File: src/rtl/axi4_uart_slave.sv
// AXI4 slave for the 16-byte UART window: TXDATA writes feed a byte FIFO that an
// 8N1 transmitter drains onto uart_tx; STATUS reports transmitter and FIFO state.
module axi4_uart_slave #(
  parameter logic [31:0] BASE_ADDR  = 32'h9000_0000,
  parameter int          CLK_DIV    = 1250,
  parameter int          FIFO_DEPTH = 8,
  parameter int          ID_W       = 4
) (
  input  logic            clk,
  input  logic            rst,
  input  logic            s_AWVALID,
  output logic            s_AWREADY,
  input  logic [31:0]     s_AWADDR,
  input  logic [ID_W-1:0] s_AWID,
  input  logic [7:0]      s_AWLEN,
  input  logic            s_WVALID,
  output logic            s_WREADY,
  input  logic [31:0]     s_WDATA,
  input  logic [3:0]      s_WSTRB,
  input  logic            s_WLAST,
  output logic            s_BVALID,
  input  logic            s_BREADY,
  output logic [1:0]      s_BRESP,
  output logic [ID_W-1:0] s_BID,
  input  logic            s_ARVALID,
  output logic            s_ARREADY,
  input  logic [31:0]     s_ARADDR,
  input  logic [ID_W-1:0] s_ARID,
  input  logic [7:0]      s_ARLEN,
  output logic            s_RVALID,
  input  logic            s_RREADY,
  output logic [31:0]     s_RDATA,
  output logic [1:0]      s_RRESP,
  output logic [ID_W-1:0] s_RID,
  output logic            s_RLAST,
  output logic            uart_tx
);

  localparam int          PTR_W       = $clog2(FIFO_DEPTH);
  localparam int          CNT_W       = PTR_W + 1;
  localparam logic [15:0] BAUD_RELOAD = 16'(CLK_DIV - 1);

  typedef enum logic [1:0] {W_IDLE, W_DATA, W_RESP} wstate_t;
  typedef enum logic       {R_IDLE, R_DATA}         rstate_t;
  typedef enum logic       {TX_IDLE, TX_SHIFT}      txstate_t;

  wstate_t          r_wState, w_wNext;
  rstate_t          r_rState, w_rNext;
  txstate_t         r_txState, w_txNext;
  logic             r_wInWin, r_rInWin;
  logic [3:0]       r_wOff, r_rOff;
  logic [ID_W-1:0]  r_awId, r_arId;
  logic [7:0]       r_beatsLeft;
  logic [7:0]       r_mem [FIFO_DEPTH];
  logic [PTR_W-1:0] r_wrPtr, r_rdPtr;
  logic [CNT_W-1:0] r_count;
  logic [9:0]       r_shift;
  logic [3:0]       r_bitIdx;
  logic [15:0]      r_baud;
  logic             w_full, w_empty, w_push, w_pop, w_txBusy, w_wTxTarget, w_wBlock;
  logic             w_bitEnd;
  logic [31:0]      w_regData;
  logic             w_unused;

  assign w_unused    = ^{s_AWLEN, s_WDATA[31:8], s_WSTRB[3:1]};
  assign w_full      = (r_count == CNT_W'(FIFO_DEPTH));
  assign w_empty     = (r_count == '0);
  assign w_wTxTarget = r_wInWin && (r_wOff == 4'h0);
  assign w_wBlock    = w_wTxTarget && w_full;
  assign w_push      = s_WVALID && s_WREADY && w_wTxTarget && s_WSTRB[0];
  assign w_txBusy    = (r_txState == TX_SHIFT);
  assign w_bitEnd    = (r_baud == 16'd0);
  assign s_BID       = r_awId;
  assign s_RID       = r_arId;
  assign uart_tx     = (r_txState == TX_SHIFT) ? r_shift[0] : 1'b1;

  always_ff @(posedge clk) begin
    if (rst) begin
      r_wState <= W_IDLE;
      r_wInWin <= 1'b0;
      r_wOff   <= 4'h0;
      r_awId   <= '0;
    end else begin
      r_wState <= w_wNext;
      if (s_AWVALID && s_AWREADY) begin
        r_wInWin <= (s_AWADDR[31:4] == BASE_ADDR[31:4]);
        r_wOff   <= s_AWADDR[3:0];
        r_awId   <= s_AWID;
      end
    end
  end

  // A TXDATA burst holds WREADY low while the FIFO is full so no byte is dropped.
  always_comb begin
    w_wNext   = r_wState;
    s_AWREADY = 1'b0;
    s_WREADY  = 1'b0;
    s_BVALID  = 1'b0;
    s_BRESP   = 2'b00;
    case (r_wState)
      W_IDLE: begin
        s_AWREADY = 1'b1;
        if (s_AWVALID) w_wNext = W_DATA;
      end
      W_DATA: begin
        s_WREADY = !w_wBlock;
        if (s_WVALID && !w_wBlock && s_WLAST) w_wNext = W_RESP;
      end
      W_RESP: begin
        s_BVALID = 1'b1;
        s_BRESP  = r_wInWin ? 2'b00 : 2'b11;
        if (s_BREADY) w_wNext = W_IDLE;
      end
      default: w_wNext = W_IDLE;
    endcase
  end

  always_ff @(posedge clk) begin
    if (rst) begin
      r_rState    <= R_IDLE;
      r_rInWin    <= 1'b0;
      r_rOff      <= 4'h0;
      r_arId      <= '0;
      r_beatsLeft <= 8'd0;
    end else begin
      r_rState <= w_rNext;
      if (s_ARVALID && s_ARREADY) begin
        r_rInWin    <= (s_ARADDR[31:4] == BASE_ADDR[31:4]);
        r_rOff      <= s_ARADDR[3:0];
        r_arId      <= s_ARID;
        r_beatsLeft <= s_ARLEN;
      end else if (s_RVALID && s_RREADY && !s_RLAST) begin
        r_beatsLeft <= r_beatsLeft - 1'b1;
      end
    end
  end

  always_comb begin
    w_regData = 32'd0;
    if (r_rInWin && r_rOff == 4'h4)
      w_regData = {23'd0, 5'(r_count), 1'b0, w_empty, w_full, w_txBusy};
  end

  always_comb begin
    w_rNext   = r_rState;
    s_ARREADY = 1'b0;
    s_RVALID  = 1'b0;
    s_RLAST   = 1'b0;
    s_RDATA   = 32'd0;
    s_RRESP   = 2'b00;
    case (r_rState)
      R_IDLE: begin
        s_ARREADY = 1'b1;
        if (s_ARVALID) w_rNext = R_DATA;
      end
      R_DATA: begin
        s_RVALID = 1'b1;
        s_RLAST  = (r_beatsLeft == 8'd0);
        s_RRESP  = r_rInWin ? 2'b00 : 2'b11;
        s_RDATA  = w_regData;
        if (s_RREADY && r_beatsLeft == 8'd0) w_rNext = R_IDLE;
      end
      default: w_rNext = R_IDLE;
    endcase
  end

  always_ff @(posedge clk) begin
    if (w_push) r_mem[r_wrPtr] <= s_WDATA[7:0];
  end

  always_ff @(posedge clk) begin
    if (rst) begin
      r_wrPtr <= '0;
      r_rdPtr <= '0;
      r_count <= '0;
    end else begin
      if (w_push) r_wrPtr <= r_wrPtr + 1'b1;
      if (w_pop)  r_rdPtr <= r_rdPtr + 1'b1;
      case ({w_push, w_pop})
        2'b10:   r_count <= r_count + 1'b1;
        2'b01:   r_count <= r_count - 1'b1;
        default: r_count <= r_count;
      endcase
    end
  end

  // Popping at the end of the stop bit lets the next start bit follow with no idle gap.
  always_comb begin
    w_txNext = r_txState;
    w_pop    = 1'b0;
    case (r_txState)
      TX_IDLE: begin
        if (!w_empty) begin
          w_pop    = 1'b1;
          w_txNext = TX_SHIFT;
        end
      end
      TX_SHIFT: begin
        if (w_bitEnd && r_bitIdx == 4'd9) begin
          if (!w_empty) w_pop = 1'b1;
          else          w_txNext = TX_IDLE;
        end
      end
      default: w_txNext = TX_IDLE;
    endcase
  end

  always_ff @(posedge clk) begin
    if (rst) begin
      r_txState <= TX_IDLE;
      r_shift   <= '1;
      r_bitIdx  <= 4'd0;
      r_baud    <= 16'd0;
    end else begin
      r_txState <= w_txNext;
      if (w_pop) begin
        r_shift  <= {1'b1, r_mem[r_rdPtr], 1'b0};
        r_bitIdx <= 4'd0;
        r_baud   <= BAUD_RELOAD;
      end else if (r_txState == TX_SHIFT) begin
        if (w_bitEnd) begin
          r_shift  <= {1'b1, r_shift[9:1]};
          r_bitIdx <= r_bitIdx + 1'b1;
          r_baud   <= BAUD_RELOAD;
        end else begin
          r_baud <= r_baud - 1'b1;
        end
      end
    end
  end

endmodule
File: config.mk
export PLATFORM = sky130hd
export DESIGN_NAME = axi4_uart_slave
export DESIGN_NICKNAME = d
export VERILOG_FILES = /design/src/rtl/axi4_uart_slave.sv
export SDC_FILE = /design/constraint.sdc
export NUM_CORES = 1
export LEC_CHECK = 0
export BUFFER_PORTS_ARGS = -buffer_cell sky130_fd_sc_hd__buf_4
export CAP_MARGIN = 40
export CORE_MARGIN = 2
export CORE_UTILIZATION = 30
export DETAILED_ROUTE_END_ITERATION = 6
export GPL_ROUTABILITY_DRIVEN = 1
export SYNTH_ARGS = -nofsm -noshare
export SYNTH_HDL_FRONTEND = slang
export SYNTH_SLANG_ARGS = --single-unit
File: constraint.sdc
create_clock -name clk -period 8.4 [get_ports clk]
set_clock_uncertainty 0.05 [all_clocks]
set_input_delay 0.84 -clock clk [delete_from_list [all_inputs] [get_ports clk]]
set_output_delay 0.84 -clock clk [all_outputs]
set_load 0.05 [all_outputs]
Word-level counts from Yosys, hierarchy flattened
Memory sizes are Yosys's and may differ from the RTL's. A register that Yosys moved wholly into a read port is not among the register bits.
Cells that the tools add are included.

storage, ports and cells
  input port bits = 132
  memories = 1
  output and inout bits = 51
  RAM bits = 64
  register bits = 69

memories
  memory  words  bits a word  read ports  clocked after Yosys merged registers in  write ports  line  source
  r_mem   8      8            1           1                                        1            54    logic [7:0] r_mem [FIFO_DEPTH];

operators by class
  $add $sub $neg = 7
  reductions and logical operators = 29
  muxes and demuxes = 38
  bitwise operators = 2
  equality and inequality tests = 12

operators with widths
  cell                                                 count
  equality test 28 bit, second input constant          2
  two-way mux 32 bit                                   1
  two-way mux 9 bit                                    3
  two-way mux 8 bit                                    3
  two-way mux 11 bit                                   2
  zero test 16 bit                                     1
  two-way mux 16 bit                                   1
  subtractor 16 x 1 -> 16 bit, second input constant   1
  logical AND 1 bit                                    14
  two-way mux 1 bit                                    14
  two-way mux 2 bit                                    7
  adder 4 x 1 -> 4 bit, second input constant          2
  equality test 4 bit, second input constant           2
  zero test 4 bit                                      2
  zero test 8 bit                                      1
  one-hot mux 4 bit (2 select lines)                   1
  nonzero test 2 bit                                   4
  subtractor 8 x 1 -> 8 bit, second input constant     1
  adder 3 x 1 -> 3 bit, second input constant          2
  two-way mux 3 bit                                    2
  inequality test 2 bit, second input constant         3
  one-hot mux 1 bit (2 select lines)                   3
  one-hot mux 2 bit (3 select lines)                   1
  equality test 2 x 1 -> 1 bit, second input constant  2
  9 further kinds                                      13

Depth between registers and ports, before layout
  word-level depth = 10
  gate-level depth with buffers = 14
  depth with buffers taken out = 12

Least setup slack after synthesis
No wires, ideal clock.

  path kind = register to output
  start point = reg r_rState
  end point = out s_RRESP[1]
  buffers on the path = 2
  stages on the path, launching flop included = 5
  setup slack = 5.254 ns
  data arrival time = 2.256 ns
  data required time = 7.510 ns
  cell sequence = dfxtp_1 -> clkbuf_1 -> inv_1 -> nor2_1 -> buf_4

between the ends
  word-level cells in the longest chain between the ends = 1

ends and longest elaborated chain
  what                    line  source
  from (decl)             48    rstate_t r_rState, w_rNext;
  from (signal assigned)  126   r_rState <= w_rNext;
  two-way mux 2 bit       151   case (r_rState)
  to (decl)               33    output logic [1:0] s_RRESP,

No other way between the ends.

Final worst setup path
  start point = reg r_wOff[0]
  end point = reg r_count[2]

between the ends
  word-level cells in the longest chain between the ends = 10
  elaborated cells on any way between the ends = 12
  those cells by class = eq/ne (2); mux (2); reduce/logical (8)

ends and longest elaborated chain
  what                                                                             line  source
  from (decl)                                                                      51    logic [3:0] r_wOff, r_rOff;
  from (signal assigned)                                                           87    r_wOff <= s_AWADDR[3:0];
  zero test 4 bit *                                                                68    assign w_wTxTarget = r_wInWin && (r_wOff == 4'h0);
  logical AND 1 bit *                                                              68
  logical AND 1 bit                                                                69    assign w_wBlock = w_wTxTarget && w_full;
  zero test 1 bit                                                                  106   s_WREADY = !w_wBlock;
  two-way mux 1 bit                                                                100   case (r_wState)
  logical AND 1 bit                                                                70    assign w_push = s_WVALID && s_WREADY && w_wTxTarget && s_WSTRB[0];
  logical AND 1 bit * (2 in a row)                                                 70
  equality test 2 x 1 -> 1 bit / equality test 2 bit (equally long branches)       179   case ({w_push, w_pop})
  one-hot mux 4 bit (2 select lines) / nonzero test 2 bit (equally long branches)  -
  to (signal assigned)                                                             180   2'b10: r_count <= r_count + 1'b1;
  to (signal assigned)                                                             181   2'b01: r_count <= r_count - 1'b1;
  to (signal assigned)                                                             182   default: r_count <= r_count;
  to (decl)                                                                        56    logic [CNT_W-1:0] r_count;

Mark *: on every way between the ends. The rest lies on a longest branch, timed or not.
A chain may end at the register's enable or synchronous reset.

==> metrics <==
Crit Path Max Fanout 5; DR pass1 iterations 4; Synth top cells by count dfxtp_1, edfxtp_1, nor2_1; RePlAce Congestion 0.7702; # IOs 183; sequential cell area fraction in the yosys report 55.09%; RSZ-0062 raised after global routing false; Place WS 5.257 ns; CTS H-tree lvls 4; drt wl/cell 13.60 um; Period minus WS final 3.143 ns; pin count of the biggest net entering global routing 64; Avg Cell Area, Syn 11.24 sq um; port bufs 122; first-pass GRT wire length 21.25 mm; DPL Wire Length 9.039 mm; DIE WIDTH 146.7 um; CTS tree done; synth top area cells edfxtp_1, dfxtp_1, mux4_2; DRT antenna net count 0; initial antenna violation count 0; via count 4357; CTS clk-pin slew, worst paths 0.07 ns; Post-CTS Setup Bufs 0; Clk Tree Root Cell clkbuf_16; final core utilization 38.93%; Overflow after GRT 0; dominant cell by count in the synthesized netlist dfxtp_1; Setup-failing EPs final 0; Slew HR 39.75%; area delta synth->final 28.20%; Synth area leader edfxtp_1; fmax 318.2 MHz; row cnt 52; CP startpoint kind register; number of synthesized flops with an enable pin 64; leak pwr 2.936 nW; Synth Warn # 0; CTS resizes 0; overall routed net length 12.90 mm; Post-CTS Hold Fix Bufs 0; initial DRC count 219; Diodes inserted 0; ys async rst share 0%; CTS sink count 136; Slowest cell on crit path or4b_2; worst path required time 8.70 ns; WP data arrival 3.44 ns; Synth Cell Area 0.006105 sq mm; CP Cell Sequence or4b_2, nor4_1, clkdlybuf4s18_2, inv_1, ha_1, xor2_1, ha_1, a21oi_1, xor2_1, or3_1, a21oi_1; fin crit share 37.42%; Synth top area share 31.48%; outcome finished, final reports clean; Pwr Density 203.6 mW/mm^2; die area 0.02151 sq mm; setup TNS 0 ns; CORE AREA 0.02010 sq mm; Peak VDD IR 0.0002423 V; final routed DRC violation total 0; vias in the first global route 4276; total CTS buffers 17; actual slew at the worst max-slew pin 0.8988 ns; layout cells sized above 1 28.32%; Clock Latency Late Sink 0.42 ns; Final Max Tran Viols 0; synth unique cells 55; via/cell ratio 4.596; final hold vios 0; height of the die 146.7 um; Starting Density 30.36%; Cells after Synth 543; Setup Crit Path Kind reg -> reg; GRT Overall Usage 12.52%; Setup crit end kind register; Final nets 807; slowest stage delay, CP 0.69 ns; Hold WC Path Type reg -> reg; Main synth FF type dfxtp_1; number of max-cap violations 0; Yosys reg bits 136; Max clock buf depth 2; PnR worst setup slack 5.257 ns
[final cells by class]
class,count,area (sq um)
Clock buffer,17,425.4
Clock inverter,15,168.9
Fill cell,1993,12280
Inverter,10,37.54
Multi-Input combinational cell,368,2490
Sequential cell,136,3363
Tap cell,270,337.8
Timing Repair Buffer,132,1003
[critical path, delay by kind of cell (launching register included)]
family                   cells  cell delay [ns]
buffers and inverters        2             0.42
AO/OA/AOI/OAI                2             0.28
XOR/XNOR                     2             0.25
AND/OR/NAND/NOR              3             1.31
flip-flops                   1             0.31
adder cells (fa/ha/maj)      2             0.46
[layer usage]
metal	part of all wire, %	GRT usage [%]	wire length [um]	vias up
met5	0	0	0	-
met2	50	21.31	6435	103
met4	1.1	4.515	137	0
met1	44	14.98	5732	2055
li1	-	-	-	2189
met3	4.6	3.844	592	10
[path summary, 6_finish.rpt]
check,slack (ns),end,from,depth (start not counted)
worst max-delay path,5.26,r_count[2],r_wOff[0],11
worst min register to register,0.40,s_RID[2],s_RID[2],2
worst max register to register,5.26,r_count[2],r_wOff[0],11
worst min-delay path,0.40,s_RID[2],s_RID[2],2
[where the power goes]
group,internal (mW),switching (mW),leakage [nW]
logic,0.0532,0.0900,1.49
registers,0.703,0.00767,1.16
clock network,0.401,0.339,0.286
total,1.16,0.436,2.94
[sequential cells by signal (all words and copies together), names as in the netlist, named ones only]
| name | count |
|---|---|
| r_wrPtr | 3 |
| r_txState | 1 |
| r_beatsLeft | 8 |
| r_rdPtr | 3 |
| r_bitIdx | 4 |
| r_baud | 16 |
| r_wInWin | 1 |
| r_rOff | 4 |
| r_wOff | 4 |
| r_rState | 1 |
| r_wState | 2 |
| s_BID | 4 |
| r_shift | 9 |
| r_count | 4 |
| r_mem | 64 |
| r_rInWin | 1 |
| s_RID | 4 |
[cell usage in the layout, fill, tap and decap left out, types with 13 or more instances in the layout]
cell / n
buf_4: 129
nor2_1: 54
clkbuf_16: 17
edfxtp_1: 64
a21oi_1: 31
nor4_1: 16
conb_1: 25
dfxtp_1: 72
nor3_1: 13
nand2_1: 53
mux4_2: 16
[metrics by stage]
| stage | power [mW] | instance area, sq um | hold slack (ns) | cells |
|---|---|---|---|---|
| after floorplan | 0.8215 | 6195 | 0.3797 | 567 |
| final | 1.594 | 7826 | 0.4028 | 948 |
| after CTS | 1.611 | 7826 | 0.4069 | 948 |
| after global routing | 1.650 | 7826 | 0.4272 | 948 |
| after detailed placement | 0.8688 | 7232 | 0.3976 | 916 |
| after global placement | 0.8669 | 7152 | 0.3910 | 907 |
[kinds of logic (layout without fill, tap and decap cells)]
family	after synthesis	after routing	synth area share [%]
adders and majority gates	10	10	2.050
xor gates and xnor gates	24	24	3.443
muxes	28	28	7.871
buffers and inverters	63	174	5.759
other	1	25	0.06143
AOI/OAI and AO/OA	70	70	7.461
and+or+nand+nor	211	211	18.26
DFF	136	136	55.09
No activity file was read; power rests on OpenSTA's default activity.
